**src/rtl/spi_packet_tx.sv**
```systemverilog
// Response-packet framer for the SPI link: emits [CMD][LEN][PAYLOAD...][CRC_H][CRC_L]
// one word per valid/ready handshake, with a CRC-16/CCITT-FALSE over CMD, LEN and payload bytes.
module spi_packet_tx #(
    parameter int unsigned DATA_WIDTH  = 32,
    parameter int unsigned MAX_PAYLOAD = 16
) (
    input  logic                  clk,
    input  logic                  rst_n,
    input  logic                  start_valid,
    output logic                  start_ready,
    input  logic [7:0]            start_cmd,
    input  logic [7:0]            start_length,
    input  logic [DATA_WIDTH-1:0] payload_data,
    input  logic                  payload_valid,
    output logic                  payload_ready,
    output logic [DATA_WIDTH-1:0] tx_data,
    output logic                  tx_valid,
    input  logic                  tx_ready,
    output logic                  len_err,
    output logic                  done,
    output logic                  busy
);

    localparam int unsigned CNT_W   = $clog2(MAX_PAYLOAD + 1);
    localparam int unsigned CMP_W   = (CNT_W > 8) ? CNT_W + 1 : 9;
    localparam int unsigned NBYTES  = DATA_WIDTH / 8;
    localparam logic [7:0]  MAX_LEN = 8'(MAX_PAYLOAD);
    localparam logic [15:0] CRC_INIT = 16'hFFFF;

    typedef enum logic [2:0] {
        IDLE,
        TX_CMD,
        TX_LEN,
        TX_PAYLOAD,
        TX_CRC_H,
        TX_CRC_L
    } state_e;

    state_e            state_q, state_d;
    logic [7:0]        cmd_q, cmd_d;
    logic [7:0]        len_q, len_d;
    logic [15:0]       crc_q, crc_d;
    logic [CNT_W-1:0]  cnt_q, cnt_d;
    logic              len_err_q, len_err_d;
    logic              done_q, done_d;
    logic              last_word;

    // One byte of CRC-16/CCITT-FALSE, MSB first
    function automatic logic [15:0] crc_byte(input logic [15:0] crc, input logic [7:0] b);
        logic [15:0] c;
        c = crc ^ {b, 8'h00};
        for (int i = 0; i < 8; i++) begin
            c = c[15] ? ({c[14:0], 1'b0} ^ 16'h1021) : {c[14:0], 1'b0};
        end
        return c;
    endfunction

    // Whole payload word, most-significant byte first
    function automatic logic [15:0] crc_word(input logic [15:0] crc, input logic [DATA_WIDTH-1:0] w);
        logic [15:0] c;
        c = crc;
        for (int i = NBYTES - 1; i >= 0; i--) begin
            c = crc_byte(c, w[i*8 +: 8]);
        end
        return c;
    endfunction

    assign last_word = (CMP_W'(cnt_q) + CMP_W'(1)) == CMP_W'(len_q);

    always_ff @(posedge clk or negedge rst_n) begin
        if (!rst_n) begin
            state_q   <= IDLE;
            cmd_q     <= '0;
            len_q     <= '0;
            crc_q     <= CRC_INIT;
            cnt_q     <= '0;
            len_err_q <= 1'b0;
            done_q    <= 1'b0;
        end else begin
            state_q   <= state_d;
            cmd_q     <= cmd_d;
            len_q     <= len_d;
            crc_q     <= crc_d;
            cnt_q     <= cnt_d;
            len_err_q <= len_err_d;
            done_q    <= done_d;
        end
    end

    always_comb begin
        state_d       = state_q;
        cmd_d         = cmd_q;
        len_d         = len_q;
        crc_d         = crc_q;
        cnt_d         = cnt_q;
        len_err_d     = 1'b0;
        done_d        = 1'b0;
        start_ready   = 1'b0;
        tx_valid      = 1'b0;
        tx_data       = '0;
        payload_ready = 1'b0;

        case (state_q)
            IDLE: begin
                start_ready = 1'b1;
                if (start_valid) begin
                    if (start_length > MAX_LEN) begin
                        len_err_d = 1'b1;
                    end else begin
                        cmd_d   = start_cmd;
                        len_d   = start_length;
                        crc_d   = CRC_INIT;
                        cnt_d   = '0;
                        state_d = TX_CMD;
                    end
                end
            end
            TX_CMD: begin
                tx_valid = 1'b1;
                tx_data  = DATA_WIDTH'(cmd_q);
                if (tx_ready) begin
                    crc_d   = crc_byte(crc_q, cmd_q);
                    state_d = TX_LEN;
                end
            end
            TX_LEN: begin
                tx_valid = 1'b1;
                tx_data  = DATA_WIDTH'(len_q);
                if (tx_ready) begin
                    crc_d   = crc_byte(crc_q, len_q);
                    state_d = (len_q == 8'd0) ? TX_CRC_H : TX_PAYLOAD;
                end
            end
            TX_PAYLOAD: begin
                // Zero-latency pass-through of the EKF word stream
                tx_valid      = payload_valid;
                tx_data       = payload_data;
                payload_ready = tx_ready;
                if (payload_valid && tx_ready) begin
                    crc_d = crc_word(crc_q, payload_data);
                    cnt_d = cnt_q + CNT_W'(1);
                    if (last_word) begin
                        state_d = TX_CRC_H;
                    end
                end
            end
            TX_CRC_H: begin
                tx_valid = 1'b1;
                tx_data  = DATA_WIDTH'(crc_q[15:8]);
                if (tx_ready) begin
                    state_d = TX_CRC_L;
                end
            end
            TX_CRC_L: begin
                tx_valid = 1'b1;
                tx_data  = DATA_WIDTH'(crc_q[7:0]);
                if (tx_ready) begin
                    done_d  = 1'b1;
                    state_d = IDLE;
                end
            end
            default: state_d = IDLE;
        endcase
    end

    assign len_err = len_err_q;
    assign done    = done_q;
    assign busy    = (state_q != IDLE);

endmodule

```
**config.mk**
```make
export PLATFORM = sky130hd
export DESIGN_NAME = spi_packet_tx
export DESIGN_NICKNAME = d
export VERILOG_FILES = /design/src/rtl/spi_packet_tx.sv
export SDC_FILE = /design/constraint.sdc
export NUM_CORES = 1
export LEC_CHECK = 0
export CAP_MARGIN = 10
export CORE_MARGIN = 2
export CORE_UTILIZATION = 40
export CTS_BUF_LIST = sky130_fd_sc_hd__clkbuf_4
export DETAILED_ROUTE_END_ITERATION = 12
export PLACE_DENSITY = 0.74
export SLEW_MARGIN = 10
export SYNTH_ARGS = -nofsm -noshare
export SYNTH_HDL_FRONTEND = slang
export SYNTH_SLANG_ARGS = --single-unit
```
**constraint.sdc**
```tcl
create_clock -name clk -period 3.9 [get_ports clk]
set_input_delay 1.17 -clock clk [delete_from_list [all_inputs] [get_ports clk]]
set_output_delay 1.17 -clock clk [all_outputs]
set_load 0.01 [all_outputs]
```
# Word-level counts from Yosys, hierarchy flattened
# Cells that the tools add are included.
[totals]
register_bits = 42
input_bits = 53
out_inout_bits = 38
elab_cells = 167
[op_classes]
add_sub_neg = 2
magnitude_cmp = 1
n_eq_ne = 14
muxes = 77
bitwise_logic = 55
reduce_logical = 11
[op_table]
columns = ["operator", "count"]
rows = [
  ["$mux 13", 48],
  ["$pmux 32 s5", 1],
  ["$not 3->3", 48],
  ["$xor 16x16->16", 6],
  ["$mux 16", 5],
  ["$pmux 16 s4", 1],
  ["$mux 3", 9],
  ["$pmux 3 s6", 1],
  ["$ne 2x2->1 const B", 8],
  ["$mux 5", 3],
  ["$pmux 5 s2", 1],
  ["$eq 6x8->1", 1],
  ["$gt 8x5->1 const B", 1],
  ["$logic_not 8->1", 1],
  ["$reduce_and 8->1", 1],
  ["$mux 1", 7],
  ["$add 5x1->6 const B", 1],
  ["$eq 3x2->1 const B", 2],
  ["$eq 3x3->1 const B", 2],
  ["$reduce_and 6->1", 1],
  ["$add 5x1->5 const B", 1],
  ["$reduce_and 4->1", 1],
  ["$reduce_bool 4->1", 1],
  ["$reduce_or 4->1", 1],
  ["8 further kinds", 8],
]

# Longest topological paths before layout
[logic_depth]
ltp_word = 70
mapped_depth = 10
mapped_depth_nobuf = 8

# Worst setup path after synthesis
# No wires, ideal clock.
[synth_timing]
path_type = "input to register"
startpoint = "in payload_data[23]"
endpoint = "reg crc_q[5]"
setup_ps = 68
arrival_ps = 3178
t_required_ps = 3832
path_slack_ps = 655
cell_stages = 7
n_path_buf = 0
cell_sequence = "xor2_1 > xnor3_1 > xnor3_1 > xnor3_1 > xor2_1 > mux2_2 > nor2_1"
[synth_via]
elab_chain_cells = 18
word_cells_on_any_way = 30
cone_classes = "mux: 23; bitwise: 7"
[synth_lines]
columns = ["item", "line", "source"]
rows = [
  ["start, declared", "13", "input logic [DATA_WIDTH-1:0] payload_data,"],
  ["$xor 16x16->16 *", "51", "c = crc ^ {b, 8'h00};"],
  ["$mux 13 * (2 in series)", "53", "c = c[15] ? ({c[14:0], 1'b0} ^ 16'h1021) : {c[14:0], 1'b0};"],
  ["$xor 16x16->16 *", "51", ""],
  ["$mux 13 (2 in series)", "53", ""],
  ["$mux 13 / $xor 16x16->16 (equally long branches)", "53, 51", ""],
  ["$mux 13", "53", ""],
  ["$mux 13 *", "53", ""],
  ["$xor 16x16->16 *", "51", ""],
  ["$mux 13 (tied with other cells)", "53", ""],
  ["$mux 13 / $not 3->3 (equally long branches)", "--", ""],
  ["$mux 13", "53", ""],
  ["$not 3->3 (no source line) / $xor 16x16->16 (equally long branches)", "--", ""],
  ["$mux 13 * (2 in series)", "53", ""],
  ["$mux 16 *", "139", "if (payload_valid && tx_ready) begin"],
  ["$pmux 16 s4 *", "103", "case (state_q)"],
  ["end signal, assigned", "83", "crc_q <= crc_d;"],
  ["end, declared", "42", "logic [15:0] crc_q, crc_d;"],
]
# Every way passes the cells marked *; elsewhere a longest branch is shown, timed or not. The select of a mux whose other input is x is not followed.
# A chain may end at the register's enable or synchronous reset.

# Worst setup path after layout
[layout_timing]
startpoint = "in payload_data[7]"
endpoint = "out tx_data[7]"
[layout_via]
elab_chain_cells = 1
[layout_lines]
columns = ["item", "line", "source"]
rows = [
  ["$pmux 32 s5", "103", ""],
  ["end, declared", "16", "output logic [DATA_WIDTH-1:0] tx_data,"],
]
# Every way passes these cells.

==> metrics <==
outcome=complete, no violations; Hold Crit Start=cnt_q[1]; Residual DRC=0; Placed Cells=681; diode count=0; WHS Endpoint=cnt_q[1]; Worst Tran Pin Value=943.3 ps; Worst Hold Class=flop to flop; Vias per Instance=5.620; Async S/R FF share, synth=100.0%; Port Buf Inserts=90; clk buf depth=2; Area contributors post-synth=dfrtp_1 15%, xnor2_1 13%, dfstp_2 9.5%; final instance area=5662 µm²; Arrival @ worst endpoint=2690 ps; Synth Flop Type=dfrtp_1; count of cell types in the netlist=65; fin crit period=3863 ps; Critical R2R Launch=crc_q[14]; family with the most delay on the worst path=buffers and inverters; largest net degree at the start of global routing=43; via count=3872; critical path class=input pin to output port; Synth Area per Inst=9.802 µm²; buffers plus inverters on the worst setup path=2; initial antenna violation count=0; Post-DP Area=5590 µm²; Final setup viols=0; Slowest cell on crit path=clkdlybuf4s50_1; vias in the first global route=3766; Mapped Area=4420 µm²; Post-CTS Hold Buffers=0; post-layout net count=605; Initial Util=40.96%; Yosys top cell area share=14.72%; CTS sink cnt=42; Syn. warnings=0; RR Endpoint=crc_q[3]; Die X=109.1 µm; Crit Path Max Fanout=2; CP max stage delay=540 ps; fin crit share=99.05%; Root Driver=clkbuf_4; gr ovfl total=0; CP dominant cell by count=clkdlybuf4s50_1; routed wire length per instance=17.48 µm; post-route non-filler standard cell count=689; CORE AREA=10790 µm²; Detail Route Antenna Nets=0; area leader, netlist=dfrtp_1; Syn Inst Count=451; later-pin clock latency in the skew report=350 ps; DIE AREA=11910 µm²; detailed placer's ending HPWL=9.535 mm; Worst setup EP type=output port; Hold Vio Cnt, Final=0; global-route wire length before repair=19.55 mm; crit path cell chain=clkdlybuf4s50_1 -> a22oi_1 -> a211oi_2 -> a21o_1 -> clkdlybuf4s50_1; fmax=258.9 MHz; I/O pin cnt=91; Fill cells=1001; clk slew on worst S/H paths=130 ps; Worst Skew=17.03 ps; Final Wtd Congestion=0.9136; Die Ht=109.1 µm; Seq/Total Area, Yosys=24.23%; DR pass1 iterations=5; layout cells sized above 1=17.12%; synthesis-stage register bit count=42; worst endpoint required time=2730 ps; std cell rows=38; top post-synthesis cells by count=64 x xnor2_1, 32 x nor2_1, 28 x and3_1, 28 x xor2_1; Mapped Nets=508; hold path depth=2; cts bufs inserted=5; Post-Route WL=12.05 mm; Layout area overhead=28.08%; CTS H-tree lvls=2; reg2reg setup slack=1070 ps; DR iter-0 viols=284; Slew HR=37.11%; gr usage total=21.02%; Max-Cap Viols=0; Setup crit start kind=input pin; most frequent cell after synthesis=xnor2_1; RSZ-0062 raised after global routing=no; R2R cell count=7; postcts setup bufs=0; CTS tree=built; max-slew violation count=0; EDFF count, synth=0
[stage by stage]
step | worst slack, ps | hold WS, ps | TNS, ps | util, %
after floorplan | 654.5 | 495.4 | 0 | -
after global placement | -11.92 | 518.5 | -12.25 | 51.80
after detailed placement | 3.941 | 531.1 | 0 | 51.80
after CTS | 11.11 | 557.7 | 0 | 52.25
after global routing | 12.89 | 569.6 | 0 | 52.46
final | 37.04 | 560.2 | 0 | 52.46
[worst reg2reg max path, delay by kind of cell, from the launching register on]
kind	cells	cell delay (ps)
xor+xnor	5	1500
flops	1	680
compound gates	2	580
[per-layer routing]
metal	up-vias	part of all wire [%]	GRT usage (%)
met4	0	1.4	4.304
met2	195	46	34.83
li1	1811	-	-
met3	18	8.0	2.809
met5	-	0	0
met1	1848	45	29.37
[cell usage in the layout, fill, tap and decap left out, types with 15 or more instances in the layout]
| cell type | n |
|---|---|
| a21oi_1 | 26 |
| and3_1 | 28 |
| buf_4 | 32 |
| clkdlybuf4s50_1 | 82 |
| dfrtp_1 | 26 |
| dfstp_2 | 16 |
| mux2_2 | 15 |
| nand2_1 | 17 |
| nor2_1 | 32 |
| o21ai_0 | 22 |
| xnor2_1 | 64 |
| xnor3_1 | 17 |
| xor2_1 | 28 |
[timing repair]
action | 4_1_cts | 5_1_grt
pin swaps | 1 | 0
hold endpoints to repair | 0 | 0
cloned | 0 | 0
setup endpoints to repair | 1 | 8
resized for setup | 0 | 8
[area by class of cell]
class | count | area (µm²) | share of cell area, %
multi-input combinational | 373 | 3198 | 56.49
inverter | 4 | 15.01 | 0.2652
clock buffer | 5 | 37.54 | 0.6630
timing repair buffer | 122 | 1154 | 20.38
clock inverter | 3 | 11.26 | 0.1989
tap | 140 | 175.2 | 3.094
sequential | 42 | 1071 | 18.92
[flip-flops by register name, summed over array words and instances (netlist names)]
register,count
len_err,1
state_q,3
cmd_q,8
done,1
cnt_q,5
crc_q,16
len_q,8
[kinds of logic after synthesis]
logic type                 share of synthesized area [%]
AOI/OAI and AO/OA                                  15.43
adders and majority gates                          1.132
and+or+nand+nor                                    13.78
buffers and inverters                              3.595
xor gates and xnor gates                           37.11
muxes                                              4.727
DFF                                                24.23
[worst max-delay path by stage]
stage	start	end	slack (ps)	depth (start not counted)
3_3_place_gp	payload_data[7]	tx_data[7]	-10	5
2_1_floorplan	payload_data[23]	crc_q[5]	650	7
5_1_grt	payload_data[7]	tx_data[7]	10	5
4_1_cts	payload_data[7]	tx_data[7]	10	5
3_5_place_dp	payload_data[7]	tx_data[7]	4	5
6_report	payload_data[7]	tx_data[7]	40	5
Power is not shown: default switching activity piles up to over one toggle a cycle in this logic, so the estimate is an artifact.
